==> src/rtl/simple_out_capture.sv <==
// Serial-to-parallel capture of the netlist `out` pin: LSB-first word assembly,
// a first-word-fall-through FIFO with valid/ready read side, and overflow accounting.
module simple_out_capture #(
  parameter int WORD_W     = 8,
  parameter int FIFO_DEPTH = 4,
  parameter int CNT_W      = 8
) (
  input  logic                          iccad_clk,
  input  logic                          iccad_rst,
  input  logic                          in_bit,
  input  logic                          cap_en,
  input  logic                          cap_clr,
  output logic [WORD_W-1:0]             word_data,
  output logic                          word_valid,
  input  logic                          word_ready,
  output logic [$clog2(FIFO_DEPTH):0]   fifo_level,
  output logic [CNT_W-1:0]              ovf_cnt,
  output logic                          ovf_sticky,
  output logic                          busy
);

  localparam int BIT_W = $clog2(WORD_W);
  localparam int PTR_W = $clog2(FIFO_DEPTH);
  localparam int LVL_W = PTR_W + 1;
  localparam logic [BIT_W-1:0] LAST_BIT = BIT_W'(WORD_W - 1);
  localparam logic [LVL_W-1:0] FULL_LVL = LVL_W'(FIFO_DEPTH);

  typedef enum logic [1:0] {IDLE, SHIFT, HOLD} state_t;

  state_t              state, state_next;
  logic [BIT_W-1:0]    bit_cnt;
  logic [WORD_W-1:0]   shreg;
  logic [WORD_W-1:0]   asm_word;
  logic [WORD_W-1:0]   mem [FIFO_DEPTH];
  logic [WORD_W-1:0]   last_word;
  logic [PTR_W-1:0]    wr_ptr, rd_ptr;
  logic                sample, push, pop, full, accept, drop;

  // cap_clr wins over cap_en: the bit on a clearing edge is never sampled.
  assign sample = cap_en && !cap_clr;
  assign push   = sample && (bit_cnt == LAST_BIT);
  assign pop    = word_valid && word_ready;
  assign full   = (fifo_level == FULL_LVL);
  assign accept = push && (!full || pop);
  assign drop   = push && full && !pop;

  // Word as it will look once the bit on this edge lands, so it can be pushed same-edge.
  always_comb begin
    // NOTE: every variable written in a combinational block gets a default first, otherwise synthesis infers a latch.
    asm_word          = shreg;
    asm_word[bit_cnt] = in_bit;
  end

  // FSM: state register
  always_ff @(posedge iccad_clk) begin
    // NOTE: sequential state uses non-blocking assignments so every register samples pre-edge values.
    if (iccad_rst) state <= IDLE;
    else           state <= state_next;
  end

  // FSM: next-state logic
  always_comb begin
    state_next = state;
    if (cap_clr)          state_next = IDLE;
    else if (cap_en)      state_next = (bit_cnt == LAST_BIT) ? IDLE : SHIFT;
    else if (bit_cnt != '0) state_next = HOLD;
    else                  state_next = IDLE;
  end

  // FSM: outputs
  always_comb begin
    busy = (state != IDLE);
  end

  always_ff @(posedge iccad_clk) begin
    if (iccad_rst || cap_clr) begin
      bit_cnt <= '0;
      shreg   <= '0;
    end else if (sample) begin
      if (bit_cnt == LAST_BIT) begin
        bit_cnt <= '0;
        shreg   <= '0;
      end else begin
        bit_cnt <= bit_cnt + 1'b1;
        shreg   <= asm_word;
      end
    end
  end

  // NOTE: the storage array carries no reset; pointers and level define which entries are meaningful.
  always_ff @(posedge iccad_clk) begin
    if (accept) mem[wr_ptr] <= asm_word;
  end

  always_ff @(posedge iccad_clk) begin
    if (iccad_rst) begin
      wr_ptr     <= '0;
      rd_ptr     <= '0;
      fifo_level <= '0;
      last_word  <= '0;
      ovf_cnt    <= '0;
      ovf_sticky <= 1'b0;
    end else begin
      if (accept) wr_ptr <= wr_ptr + 1'b1;
      if (pop) begin
        rd_ptr    <= rd_ptr + 1'b1;
        last_word <= mem[rd_ptr];
      end
      case ({accept, pop})
        2'b10:   fifo_level <= fifo_level + 1'b1;
        2'b01:   fifo_level <= fifo_level - 1'b1;
        default: fifo_level <= fifo_level;
      endcase
      if (drop) begin
        ovf_sticky <= 1'b1;
        if (ovf_cnt != {CNT_W{1'b1}}) ovf_cnt <= ovf_cnt + 1'b1;
      end
    end
  end

  assign word_valid = (fifo_level != '0);
  // When empty, the last popped word stays visible instead of a stale array slot.
  assign word_data  = word_valid ? mem[rd_ptr] : last_word;

endmodule
==> config.mk <==
export PLATFORM = sky130hd
export DESIGN_NAME = simple_out_capture
export DESIGN_NICKNAME = d
export VERILOG_FILES = /design/src/rtl/simple_out_capture.sv
export SDC_FILE = /design/constraint.sdc
export NUM_CORES = 1
export LEC_CHECK = 0
export ABC_CLOCK_PERIOD_IN_PS = 6200
export CAP_MARGIN = 20
export CORE_MARGIN = 3
export CORE_UTILIZATION = 61
export DETAILED_ROUTE_END_ITERATION = 16
export PLACE_DENSITY = 0.84
export SLEW_MARGIN = 40
export SYNTH_ARGS = -nofsm -noshare
export SYNTH_HDL_FRONTEND = slang
export SYNTH_SLANG_ARGS = --single-unit
==> constraint.sdc <==
create_clock -name iccad_clk -period 6.2 [get_ports iccad_clk]
set_clock_uncertainty 0.15 [all_clocks]
set_input_delay 0.93 -clock iccad_clk [delete_from_list [all_inputs] [get_ports iccad_clk]]
set_output_delay 0.93 -clock iccad_clk [all_outputs]
set_load 0.03 [all_outputs]
==> key figures, run 1 <==
STA
  • Final hold violations: 0
  • Minimum clock period: 3.58 ns
  • RSZ-0062 raised after global routing: false
  • Final setup viols: 0
  • Max Slew Vio Count: 0
  • Max-slew headroom: 0.542
  • Tcrit/Tclk final: 0.577
  • Actual slew at the worst max-slew pin: 0.683 ns
  • Max Freq: 279 MHz
  • Setup TNS: 0 ns

Synthesis
  • Mean area per synthesized cell: 11.9 sq um
  • Post-synthesis sequential area ratio: 0.564
  • Syn Inst Count: about 260
  • Largest area contributor in the netlist: edfxtp_1
  • Syn Nets: 274
  • Mapped cell area: between 3000 and 4000 sq um
  • Yosys top cell area share: 0.311
  • Largest cells by area after synthesis: edfxtp_1, dfxtp_1, mux2_2
  • Syn. warnings: 0
  • Distinct cells, synth: 36
  • Synthesized flop and latch total: 71

Min path
  • Hold depth: 2
  • HP Class: reg -> reg
  • Hold_sp: last_word[0]
  • WHS Endpoint: last_word[0]

Pwr
  • Power Dens Cells: 311 nW/um^2
  • Leak: 0.00125 uW
  • Power Total: ~1100 uW
  • Worst VDD drop: 0.204 mV

Final layout
  • Area Overhead vs Synth: 16.6%
  • # diodes: 0
  • Commonest non-fill, non-tap cell in the layout: dfxtp_1
  • Most frequent cells in the layout: dfxtp_1, edfxtp_1, clkdlybuf4s50_1, nor2_1, a21oi_1
  • Fill count: 351
  • Register area: 1740 sq um
  • Share of cells above drive strength 1: 0.162
  • Multi-input gate area: 1270 sq um
  • Nets: 301

Setup path
  • Family with the most delay on the worst path: multiplexers
  • Worst Path Arrival: between 2 and 3 ns
  • Cells along the critical path: mux4_2 -> mux2_2 -> clkdlybuf4s50_1
  • Crit path max fanout: 8
  • Critical Path End Type: output pin
  • Critical-path top delay cell: dfxtp_1
  • Critical path buffers and inverters: 1
  • RR Startpoint: bit_cnt[1]
  • CP Class: reg -> out
  • Critical path's largest stage delay: ~0.67 ns
  • Worst R2R Path Depth: 8
  • Reg-to-reg setup timing slack: approximately 3.5 ns
  • Critical path startpoint category: flip-flop
  • R2r endpoint: fifo_level[2]
  • CP required: 5.12 ns

Route
  • DR vias/cell: around 5.6
  • Post-route DRC: 0
  • Total number of vias: 2,004
  • Pre-antenna DRT Iters: 4
  • Routed wire length: 5.78 mm
  • Antenna Nets Post-Route: 0
  • Drt first-iter violations: slightly below 100
  • WL per Instance: 16.1 microns

Clock tree
  • TritonCTS clock tree: yes
  • CTS clk-pin slew, worst paths: 0.06 ns
  • CTS Buf Count: 9
  • H-tree levels: 3
  • Root buffer cell: clkbuf_8
  • Cts hold-fix bufs: 0
  • CTS sink count: 71
  • Clk Latency, worst-skew pair: 0.34 ns
  • CTS resizes: 0
  • CTS max path bufs: 2
  • Post-CTS Setup Inserts: 0

Floorplan
  • Chip width: 77.2 microns
  • I/O pins: 28
  • Starting density of the core: 0.642
  • Core area: 4820 sq um
  • Die Ht: a little under 80 microns
  • Die ar.: 5960 sq um
  • Number of core rows: 25

Flow run
  • Max Cap Viol: 0

Placement
  • Port bufs: 27
  • RD Place Congestion: around 0.78
  • HPWL Detailed: 4.00 mm

GRT
  • First-pass GRT wire length: 9.69 mm
  • Gr usage total: 0.217
  • Initial antenna violation count: 0
  • Grt ovf: 0
  • Vias in the first global route: slightly below 2,000
  • Largest net degree at the start of global routing: 29

Run status
  • Outcome: completed
-- flip-flops by register name (all words and copies together), names as in the netlist, named ones only --
register and count:
ovf_sticky 1, shreg 8, rd_ptr 2, state 2
ovf_cnt 8, fifo_level 3, bit_cnt 3, mem 32
wr_ptr 2, last_word 8
-- cell type report --
class                      instances  area share
multi-input combinational        168       0.353
timing repair buffer              28      0.0771
clock buffer                      14      0.0511
clock inverter                     2     0.00347
tap                               67      0.0233
inverter                           8     0.00834
sequential                        71       0.484
-- Yosys cell counts, drive strengths merged --
cell type  count
a21oi         24
and2           4
and3b          1
buf            1
clkbuf        11
dfxtp         39
edfxtp        32
fa             1
ha             8
inv            8
mux2          18
mux2i          4
mux4           8
nand2         19
nand2b         1
nand3          6
nand3b         4
nand4          1
nor2          24
nor2b         11
nor3           4
nor3b          3
nor4b          1
o2111ai        1
o211ai         1
o21ai          6
o31a           1
o31ai          3
o41ai          1
or2            2
or3            4
or4            2
xnor2          2
xor2           3
-- power by group --
part           switching [uW]  total, uW  internal (uW)
clock                     165        356            191
sequential               23.7        525            501
combinational             126        238            112
-- worst max path at each step --
stage	to	cells after the start	slack [ns]	start
finish	word_data[3]	3	2.62	flip-flop
global route	word_data[3]	3	2.47	flip-flop
CTS	word_data[3]	3	2.57	flip-flop
detailed placement	fifo_level[2]	7	2.60	cap_en
global placement	fifo_level[2]	7	2.64	cap_en
floorplan	fifo_level[2]	6	3.61	cap_clr
-- metal layers --
metal,global-route usage,share of wire,vias to the layer above
met5,0,0,-
met4,0.0641,0.014,0
met3,0.0857,0.045,6
met2,0.352,0.51,49
met1,0.268,0.43,969
li1,-,-,980
-- stage by stage --
stage                     setup slack (ns)  cells  hold slack (ns)   util  cell area [sq um]
after floorplan                       3.61    259            0.283      -               3090
after global placement                2.64    342            0.288  0.707               3410
after detailed placement              2.60    342            0.293  0.707               3410
after CTS                             2.57    358            0.303  0.748               3600
after global routing                  2.47    358            0.318  0.748               3600
final                                 2.62    358            0.307  0.748               3600
-- worst register-to-register path: cells and delay by family, from the launching register on --
family | cells | cell delay (ns)
and+or+nand+nor | 2 | 0.57
buffers and inverters | 1 | 0.09
muxes | 2 | 0.51
DFF | 1 | 0.42
adders and majority gates | 3 | 0.83
-- cells by family after synthesis --
kind of cell | Yosys count | share of synthesized area
buffers and inverters | 20 | 0.0247
AND/OR/NAND/NOR | 87 | 0.149
flip-flops | 71 | 0.564
multiplexers | 30 | 0.137
adder cells (fa/ha/maj) | 9 | 0.0389
XOR/XNOR | 5 | 0.0142
AO/OA/AOI/OAI | 37 | 0.0729
Power figures use the tool's default switching activity.
==> run 2, diff against run 1 <==
--- a/config.mk
+++ b/config.mk
@@ -5,12 +5,12 @@
 export SDC_FILE = /design/constraint.sdc
 export NUM_CORES = 1
 export LEC_CHECK = 0
-export ABC_CLOCK_PERIOD_IN_PS = 6200
+export ABC_CLOCK_PERIOD_IN_PS = 3500
 export CAP_MARGIN = 20
 export CORE_MARGIN = 3
-export CORE_UTILIZATION = 61
+export CORE_UTILIZATION = 57
 export DETAILED_ROUTE_END_ITERATION = 16
-export PLACE_DENSITY = 0.84
+export PLACE_DENSITY = 0.79
 export SLEW_MARGIN = 40
 export SYNTH_ARGS = -nofsm -noshare
 export SYNTH_HDL_FRONTEND = slang
==> constraint.sdc (replaced) <==
create_clock -name iccad_clk -period 3.5 [get_ports iccad_clk]
set_clock_uncertainty 0.15 [all_clocks]
set_input_delay 0.525 -clock iccad_clk [delete_from_list [all_inputs] [get_ports iccad_clk]]
set_output_delay 0.525 -clock iccad_clk [all_outputs]
set_load 0.03 [all_outputs]
==> run 2 against run 1 <==
First-iteration DRC count is 1.0% lower. Sequential share of layout area is 0.30 points higher. Core utilization is 5.6 points lower. Hold slack worse by 0.0035 ns. Critical path depth stayed put. Via count is 0.75% lower. Flip-flop and latch count stayed put. Clock power is 51% higher. Setup slack worse by 2.2 ns. Sequential power is 77% higher. Cell area is 0.63% lower. Final cell count is 1.1% higher. Highest routed layer unchanged.
==> key figures, run 2 (same netlist as run 1, synthesis figures left out) <==
Clock tree
  • TritonCTS clock tree: yes
  • CTS resizes: 0
  • H-tree levels: 3
  • Post-CTS Setup Inserts: 0
  • CTS clk-pin slew, worst paths: 0.07 ns
  • CTS sink count: about 70
  • Clk Latency, worst-skew pair: between 0.3 and 0.4 ns
  • Root buffer cell: clkbuf_8
  • CTS max path bufs: 2
  • CTS Buf Count: 9
  • Cts hold-fix bufs: 0

Setup path
  • Cells along the critical path: mux4_2 -> mux2_2 -> clkdlybuf4s50_1
  • Worst R2R Path Depth: 8
  • Reg-to-reg setup timing slack: about 0.8 ns
  • Critical Path End Type: output pin
  • Critical-path top delay cell: dfxtp_1
  • R2r endpoint: fifo_level[2]
  • RR Startpoint: bit_cnt[0]
  • Crit path max fanout: 8
  • Worst Path Arrival: ~2.4 ns
  • Critical path's largest stage delay: between 0.6 and 0.7 ns
  • Critical path startpoint category: flip-flop
  • CP Class: reg -> out
  • CP required: 2.82 ns

Pwr
  • Leak: 0.00124 uW
  • Power Dens Cells: 527 nW/um^2
  • Worst VDD drop: 0.391 mV

GRT
  • Grt ovf: 0
  • Gr usage total: 0.202
  • Largest net degree at the start of global routing: 19
  • Vias in the first global route: 1,955
  • Initial antenna violation count: 0
  • First-pass GRT wire length: slightly below 10 mm

Floorplan
  • Die Ht: 79.6 microns
  • Starting density of the core: 0.597
  • Die ar.: 6340 sq um
  • I/O pins: 28
  • Core area: slightly above 5000 sq um
  • Chip width: 79.6 microns
  • Number of core rows: 26

Run status
  • Outcome: completed

Min path
  • HP Class: reg -> reg
  • Hold depth: 2
  • WHS Endpoint: last_word[6]
  • Hold_sp: last_word[6]

Final layout
  • Commonest non-fill, non-tap cell in the layout: dfxtp_1
  • Largest register FFs: 32
  • Post-route design area: 3580 sq um
  • Share of cells above drive strength 1: 0.158
  • # diodes: 0
  • Largest Register: mem
  • Most frequent cells in the layout: dfxtp_1, edfxtp_1, clkdlybuf4s50_1, nor2_1, a21oi_1
  • Nets: between 300 and 400
  • Area Overhead vs Synth: 15.8%

STA
  • Final hold violations: 0
  • Max-slew headroom: 0.543
  • Actual slew at the worst max-slew pin: 0.681 ns
  • Tcrit/Tclk final: 0.891
  • Final setup viols: 0
  • Max Slew Vio Count: 0
  • Minimum clock period: 3.12 ns
  • RSZ-0062 raised after global routing: false
  • Max Freq: 321 MHz
  • Setup TNS: 0 ns

Flow run
  • Max Cap Viol: 0

Route
  • Total number of vias: 1,989
  • WL per Instance: 15.4 microns
  • Pre-antenna DRT Iters: 4
  • Met3 wire length: between 150 and 200 microns
  • Drt first-iter violations: 96
  • Met2 Wirelength: 2.67 mm
  • M1 wire length: 2.62 mm
  • Highest Signal Layer: met4
  • DR vias/cell: between 5 and 6
  • Antenna Nets Post-Route: 0
  • Post-route DRC: 0
  • Routed wire length: 5.57 mm

Placement
  • HPWL Detailed: 3.88 mm
  • RD Place Congestion: roughly 0.73
  • Port bufs: 27
  • Post-Place Cell Area: 3420 sq um
run 2: cell count changes in the layout (fill, tap and decap cells not counted):
| cell | before | now |
|---|---|---|
| clkinvlp_4 | 1 | 2 |
| clkbuf_16 | 1 | 0 |
| clkbuf_1 | 2 | 0 |
| clkinv_1 | 0 | 4 |
| buf_4 | 1 | 2 |
| clkbuf_8 | 11 | 9 |
| inv_6 | 0 | 1 |
| clkinv_2 | 1 | 0 |
run 2: worst max path at each step:
stage / endpoint / slack [ns] / cells past startpoint
after floorplan: fifo_level[2] / 1.14 / 8
after global placement: fifo_level[2] / 0.67 / 7
after detailed placement: fifo_level[2] / 0.64 / 7
after CTS: word_data[1] / 0.33 / 3
after global routing: word_data[4] / 0.23 / 3
final: word_data[1] / 0.38 / 3
run 2: power breakdown:
part	internal (uW)	leakage [uW]	switching [uW]
Combinational	198	0.000539	222
Clock	249	0.0000758	289
Sequential	888	0.000621	40.6
run 2: cell type report:
cell class / instances / area [sq um]
clock buffer: 9 / 124
clock inverter: 7 / 38.8
fill: 362 / 1590
inverter: 8 / 30.0
multi-input combinational: 168 / 1270
sequential: 71 / 1740
tap: 70 / 87.6
timing repair buffer: 29 / 285
run 2: routing by layer:
metal	track usage	vias up
li1	-	985
met1	0.261	958
met2	0.322	37
met3	0.0519	9
met4	0.0825	0
met5	0	-
run 2: worst max-delay path, delay by kind of cell, from the launching register on:
kind,cells,cell delay [ns]
mux,2,0.88
flops,1,0.63
buf+inv,1,0.59
run 2: per-stage QoR:
stage / hold slack (ns) / util / worst slack, ns / total power, uW / cells
3_5_place_dp: 0.295 / 0.661 / 0.640 / 1370 / 346
4_1_cts: 0.306 / 0.692 / 0.330 / 1910 / 362
3_3_place_gp: 0.288 / 0.661 / 0.673 / 1360 / 346
2_1_floorplan: 0.283 / - / 1.14 / 1240 / 259
6_report: 0.303 / 0.692 / 0.382 / 1890 / 362
5_1_grt: 0.322 / 0.692 / 0.235 / 1970 / 362
